==> src/rtl/reg_bank_if.sv <==
// Bus bundle between the requesters and the shared register bank.
// req is a level request; gnt marks the one cycle in which the winner's we/addr/wdata
// are sampled; ack is a one-cycle completion pulse after which the requester drops req.
interface reg_bank_if #(
  parameter int N_REQ  = 4,
  parameter int WIDTH  = 8,
  parameter int ADDR_W = 2
);
  localparam int DEPTH = 2 ** ADDR_W;

  logic [N_REQ-1:0]        req;
  logic [N_REQ-1:0]        we;
  logic [N_REQ*ADDR_W-1:0] addr;
  logic [N_REQ*WIDTH-1:0]  wdata;
  logic [N_REQ-1:0]        gnt;
  logic [N_REQ-1:0]        ack;
  logic [WIDTH-1:0]        rdata;
  logic                    busy;
  logic [DEPTH*WIDTH-1:0]  q_all;
  logic [1:0]              dbg_state;

  modport master (
    output req, we, addr, wdata,
    input  gnt, ack, rdata, busy, q_all, dbg_state
  );

  modport slave (
    input  req, we, addr, wdata,
    output gnt, ack, rdata, busy, q_all, dbg_state
  );
endinterface

==> src/rtl/reg_bank_arbiter.sv <==
// Register bank shared by N_REQ requesters via round-robin arbitration and a
// three-state IDLE/GRANT/ACK sequencer; one transaction in flight at a time.
module reg_bank_arbiter #(
  parameter int N_REQ  = 4,
  parameter int WIDTH  = 8,
  parameter int ADDR_W = 2
) (
  input  logic       clk,
  input  logic       rst_n,
  reg_bank_if.slave  bus
);
  localparam int DEPTH = 2 ** ADDR_W;
  localparam int IDX_W = $clog2(N_REQ);

  typedef enum logic [1:0] {
    IDLE  = 2'd0,
    GRANT = 2'd1,
    ACK   = 2'd2
  } state_t;

  state_t            state;
  state_t            next_state;
  logic [IDX_W-1:0]  win;
  logic [IDX_W-1:0]  last;
  logic [IDX_W-1:0]  pick;
  logic [WIDTH-1:0]  bank [DEPTH];
  logic [WIDTH-1:0]  rdata_q;
  logic [N_REQ-1:0]  gnt_q;
  logic [N_REQ-1:0]  ack_q;
  logic              busy_q;
  logic [N_REQ-1:0]  gnt_d;
  logic [N_REQ-1:0]  ack_d;
  logic              busy_d;
  logic              sel_we;
  logic [ADDR_W-1:0] sel_addr;
  logic [WIDTH-1:0]  sel_wdata;

  // Scan last+1, last+2, ... wrapping, so the most recent winner goes to the back.
  always_comb begin
    int  j;
    logic found;
    pick  = last;
    found = 1'b0;
    j     = 0;
    for (int k = 1; k <= N_REQ; k++) begin
      j = int'(last) + k;
      if (j >= N_REQ) j = j - N_REQ;
      if (!found && bus.req[j]) begin
        found = 1'b1;
        pick  = IDX_W'(j);
      end
    end
  end

  always_comb begin
    sel_we    = bus.we[win];
    sel_addr  = bus.addr[int'(win)*ADDR_W +: ADDR_W];
    sel_wdata = bus.wdata[int'(win)*WIDTH +: WIDTH];
  end

  always_ff @(posedge clk or negedge rst_n) begin
    if (!rst_n) state <= IDLE;
    else        state <= next_state;
  end

  always_comb begin
    next_state = IDLE;
    case (state)
      IDLE:    next_state = (|bus.req) ? GRANT : IDLE;
      GRANT:   next_state = ACK;
      ACK:     next_state = IDLE;
      default: next_state = IDLE;
    endcase
  end

  // Outputs are decoded from the next state and registered, so gnt/ack/busy are flops.
  always_comb begin
    gnt_d  = '0;
    ack_d  = '0;
    busy_d = (next_state != IDLE);
    if (next_state == GRANT) gnt_d[pick] = 1'b1;
    if (next_state == ACK)   ack_d[win]  = 1'b1;
  end

  always_ff @(posedge clk or negedge rst_n) begin
    if (!rst_n) begin
      gnt_q  <= '0;
      ack_q  <= '0;
      busy_q <= 1'b0;
      win    <= '0;
      last   <= IDX_W'(N_REQ - 1);
    end else begin
      gnt_q  <= gnt_d;
      ack_q  <= ack_d;
      busy_q <= busy_d;
      if (state == IDLE && (|bus.req)) win <= pick;
      if (state == ACK) last <= win;
    end
  end

  always_ff @(posedge clk or negedge rst_n) begin
    if (!rst_n) begin
      for (int k = 0; k < DEPTH; k++) bank[k] <= '0;
      rdata_q <= '0;
    end else if (state == GRANT) begin
      if (sel_we) bank[sel_addr] <= sel_wdata;
      else        rdata_q        <= bank[sel_addr];
    end
  end

  for (genvar k = 0; k < DEPTH; k++) begin : g_q_all
    assign bus.q_all[k*WIDTH +: WIDTH] = bank[k];
  end

  assign bus.gnt       = gnt_q;
  assign bus.ack       = ack_q;
  assign bus.busy      = busy_q;
  assign bus.rdata     = rdata_q;
  assign bus.dbg_state = state;

endmodule
==> src/flat_wrapper.sv <==
// flat-port wrapper written by rule: the top's interface ports become plain ports
module reg_bank_arbiter_flat 
#(
  parameter int N_REQ  = 4,
  parameter int WIDTH  = 8,
  parameter int ADDR_W = 2
)
  (clk, rst_n, bus_req, bus_we, bus_addr, bus_wdata, bus_gnt, bus_ack, bus_rdata, bus_busy, bus_q_all, bus_dbg_state);
  reg_bank_if #(.N_REQ(N_REQ), .WIDTH(WIDTH), .ADDR_W(ADDR_W)) bus_i ();
  input  logic clk;
  input  logic rst_n;
  input wire logic [$bits(bus_i.req)-1:0] bus_req;
  input wire logic [$bits(bus_i.we)-1:0] bus_we;
  input wire logic [$bits(bus_i.addr)-1:0] bus_addr;
  input wire logic [$bits(bus_i.wdata)-1:0] bus_wdata;
  output wire logic [$bits(bus_i.gnt)-1:0] bus_gnt;
  output wire logic [$bits(bus_i.ack)-1:0] bus_ack;
  output wire logic [$bits(bus_i.rdata)-1:0] bus_rdata;
  output wire logic [$bits(bus_i.busy)-1:0] bus_busy;
  output wire logic [$bits(bus_i.q_all)-1:0] bus_q_all;
  output wire logic [$bits(bus_i.dbg_state)-1:0] bus_dbg_state;
  assign bus_i.req = bus_req;
  assign bus_i.we = bus_we;
  assign bus_i.addr = bus_addr;
  assign bus_i.wdata = bus_wdata;
  assign bus_gnt = bus_i.gnt;
  assign bus_ack = bus_i.ack;
  assign bus_rdata = bus_i.rdata;
  assign bus_busy = bus_i.busy;
  assign bus_q_all = bus_i.q_all;
  assign bus_dbg_state = bus_i.dbg_state;
  reg_bank_arbiter #(.N_REQ(N_REQ), .WIDTH(WIDTH), .ADDR_W(ADDR_W)) u_core (.clk(clk), .rst_n(rst_n), .bus(bus_i));
endmodule
==> config.mk <==
export PLATFORM = sky130hd
export DESIGN_NAME = reg_bank_arbiter_flat
export DESIGN_NICKNAME = d
export VERILOG_FILES = /design/src/rtl/reg_bank_if.sv /design/src/rtl/reg_bank_arbiter.sv /design/src/flat_wrapper.sv
export SDC_FILE = /design/constraint.sdc
export NUM_CORES = 1
export LEC_CHECK = 0
export ABC_AREA = 0
export CORE_MARGIN = 8
export CORE_UTILIZATION = 47
export CTS_CLUSTER_DIAMETER = 30
export DETAILED_ROUTE_END_ITERATION = 8
export GPL_ROUTABILITY_DRIVEN = 0
export PLACE_DENSITY_LB_ADDON = 0.2
export SYNTH_ARGS = -nofsm -noshare
export SYNTH_HDL_FRONTEND = slang
export SYNTH_SLANG_ARGS = --single-unit
==> constraint.sdc <==
create_clock -name clk -period 3.6 [get_ports clk]
set_input_delay 1.08 -clock clk [delete_from_list [all_inputs] [get_ports clk]]
set_output_delay 1.08 -clock clk [all_outputs]
set_load 0.02 [all_outputs]
==> run_results.csv <==
group,metric,value,unit
power_and_ir_drop,leakage,1.58,nW
floorplanning,initial_core_util,48.1,%
critical_path,path_cells,"clkdlybuf4s50_1 -> mux4_2 -> and3_1 -> nand2b_1 -> mux2_2",
yosys,synth_common_cells,"dfrtp_1 (53), mux2_2 (34), nand2_1 (16)",
drt,drt-total-wl,6840,um
timing,final_hold_viol_count,0,
critical_path,crit_path_start_kind,"input pin",
run_status,status,"finished, final reports clean",
critical_path,reg2reg_to,"u_core.bus.q_all[18]",
critical_path,r2r_slack,1.19,ns
timing,skew,0.00841,ns
timing,max-slew-margin-rel,55.6,%
final_layout,fin_util,69.5,%
timing,rsz0062_at_grt,"false",
critical_path,path_depth,5,
grt,grt_overflow_total,0,
floorplanning,dieArea,8210,um2
timing,worst_pin_slew,0.666,ns
critical_path,cp_slowest_cell,"mux4_2",
min_path,min_from,"u_core.bus.q_all[31]",
job,maxCapViolations,0,
critical_path,critical_path_arrival,3.05,ns
grt,antenna_found_initial,0,
clock_tree,cts_hold_buf,0,
yosys,yosysTopAreaCell,"dfrtp_1",
grt,grt_max_degree,40,
timing,max_freq,0.352,GHz
yosys,ys_top_cells_by_area,"dfrtp_1 (51%), mux2_2 (15%), mux4_2 (9.5%)",
final_layout,filler_cell_count,399,
yosys,post-synth-top-count-cell,"dfrtp_1",
clock_tree,worstSkewPairLatency,0.31,ns
clock_tree,cts.repair.resized,0,
yosys,synthFlopType,"dfrtp_1",
power_and_ir_drop,power.density,919,nW/um2
yosys,synth-seq-cells,55,
grt,grt_pass1_wl,11200,um
yosys,synth-seq-area-share,52.7,%
min_path,hold_path_end,"u_core.bus.q_all[31]",
clock_tree,clockRootBuffer,"clkbuf_8",
final_layout,n_antenna_cell,0,
timing,period_share,79.0,%
critical_path,cp_max_fo,8,
critical_path,crit_path_end_kind,"flip-flop",
floorplanning,core,5440,um2
timing,setup_viol,0,
yosys,synth_nets,241,
floorplanning,die_h,90.6,um
floorplanning,die_x,90.6,um
clock_tree,clkSinkCount,55,
yosys,netlist.area_leader.share,50.7,%
critical_path,path_class,"input pin to flip-flop",
floorplanning,ios,101,
power_and_ir_drop,irDropWorstVdd,0.575,mV
drt,drt-initial-drc-count,53,
final_layout,area_growth_syn_to_layout,44.5,%
drt,viasPerCell,5.29,
placed_design,post-dp-hpwl,5290,um
critical_path,path_buf_inv,1,
drt,first_pass_iters,4,
grt,grt_use_total,17.1,%
min_path,holdPathStages,1,
clock_tree,cts-buffers-inserted,5,
placed_design,place_inst,359,
drt,wire_per_inst,18.6,um
drt,drc,0,
critical_path,cp_top_family,"multiplexers",
yosys,synth_edf_count,0,
clock_tree,htree_levels,2,
final_layout,nets,344,
placed_design,port_buffers,100,
critical_path,reg2regPathDepth,4,
clock_tree,cts.path.max_buffers,2,
yosys,synth_cell_type_count,33,
final_layout,fin_cells,367,
yosys,avgSynthCellArea,13.7,um2
clock_tree,cts_setup_buffers,0,
timing,slew_viol_final,0,
timing,setup_tns,0,ns
drt,ant_nets,0,
min_path,hold_class,"flip-flop to flip-flop",
yosys,ys_async_sr_fraction,100,%
critical_path,critical_path_required,3.80,ns
grt,grt_pass1_vias,2132,
clock_tree,tritoncts,"yes",
floorplanning,rows,27,
yosys,syn_area,2620,um2
final_layout,drive_above_1_share,22.7,%
yosys,syn_inst,191,
critical_path,r2r-start,"u_core.win[0]",
yosys,ys_warn_count,0,
critical_path,cp_slowest_stage_delay,0.58,ns
drt,via_count,1941,
clock_tree,path_clk_slew,0.10,ns
timing,min_period,2.84,ns
==> sequential cells by signal (all words and copies together), names as in the netlist <==
signal and flops:
u_core.bus.dbg_state 2, u_core.win 2, u_core.bus.busy 1, u_core.bus.rdata 8, u_core.bus.q_all 32, u_core.bus.gnt 4, u_core.bus.ack 4, u_core.last 2
==> worst max-delay path by stage <==
stage,start,end,slack (ns)
floorplan,bus_we[3],u_core.bus.q_all[16],1.09
global placement,bus_we[3],u_core.bus.q_all[17],0.46
detailed placement,bus_we[3],u_core.bus.q_all[17],0.43
CTS,bus_we[3],u_core.bus.q_all[18],0.76
global route,bus_we[3],u_core.bus.q_all[18],0.70
finish,bus_we[3],u_core.bus.q_all[18],0.76
==> layer usage <==
layer	up-vias	global-route usage (%)	wire length, um
met4	0	4.72	58
met1	969	19.6	2690
met2	52	29.0	3660
met3	6	6.40	433
met5	-	0	0
li1	914	-	-
==> cell families after synthesis <==
| logic type | share of synthesized area [%] |
|---|---|
| AOI/OAI and AO/OA | 5.74 |
| buffers and inverters | 2.54 |
| DFF | 52.7 |
| muxes | 28.3 |
| and+or+nand+nor | 10.7 |
==> area by class of cell <==
type	instances	area (um2)	area share, %
clock inverters	3	27.5	0.728
well taps	72	90.1	2.38
multi-input cells	124	1170	30.9
flip-flops and latches	55	1380	36.5
clock buffers	5	68.8	1.82
inverters	3	11.3	0.298
repair buffers	105	1030	27.3
==> cell usage in the layout (no fill, tap or decap), drive strengths merged, types with 2 or more instances in the layout <==
| cell type | synthesis | final |
|---|---|---|
| a21oi | 3 | 3 |
| o2bb2ai | 7 | 7 |
| mux2i | 11 | 11 |
| clkbuf | 3 | 5 |
| buf | 6 | 6 |
| nor2 | 7 | 7 |
| nand2 | 17 | 17 |
| a31oi | 8 | 8 |
| clkdlybuf4s50 | 0 | 99 |
| nand2b | 9 | 9 |
| dfrtp | 53 | 53 |
| dfstp | 2 | 2 |
| or3 | 2 | 2 |
| mux2 | 34 | 34 |
| mux4 | 11 | 11 |
| nor3 | 3 | 3 |
| inv | 3 | 5 |
| and3 | 2 | 2 |
==> stage by stage <==
stage,power (mW),instance area (um2),hold WS (ns),setup slack (ns)
2_1_floorplan,2.32,2620,0.566,1.09
3_3_place_gp,3.11,3680,0.516,0.465
3_5_place_dp,3.15,3680,0.521,0.429
4_1_cts,3.51,3780,0.544,0.762
5_1_grt,3.69,3780,0.572,0.703
6_report,3.47,3780,0.543,0.757
==> power breakdown <==
group | total, mW | leakage, nW | switching [mW] | internal [mW]
combinational | 1.92 | 0.864 | 0.919 | 1.00
clock | 0.364 | 0.0467 | 0.220 | 0.145
sequential | 1.19 | 0.672 | 0.267 | 0.920
total | 3.47 | 1.58 | 1.41 | 2.07
==> worst register-to-register path, cell delays in order, from the launching register on <==
cell and delay [ns]:
dfrtp_1 0.66, mux4_2 0.67, and3_1 0.25, nand2b_1 0.34, mux2_2 0.39
(Power assumes the default switching activity.)
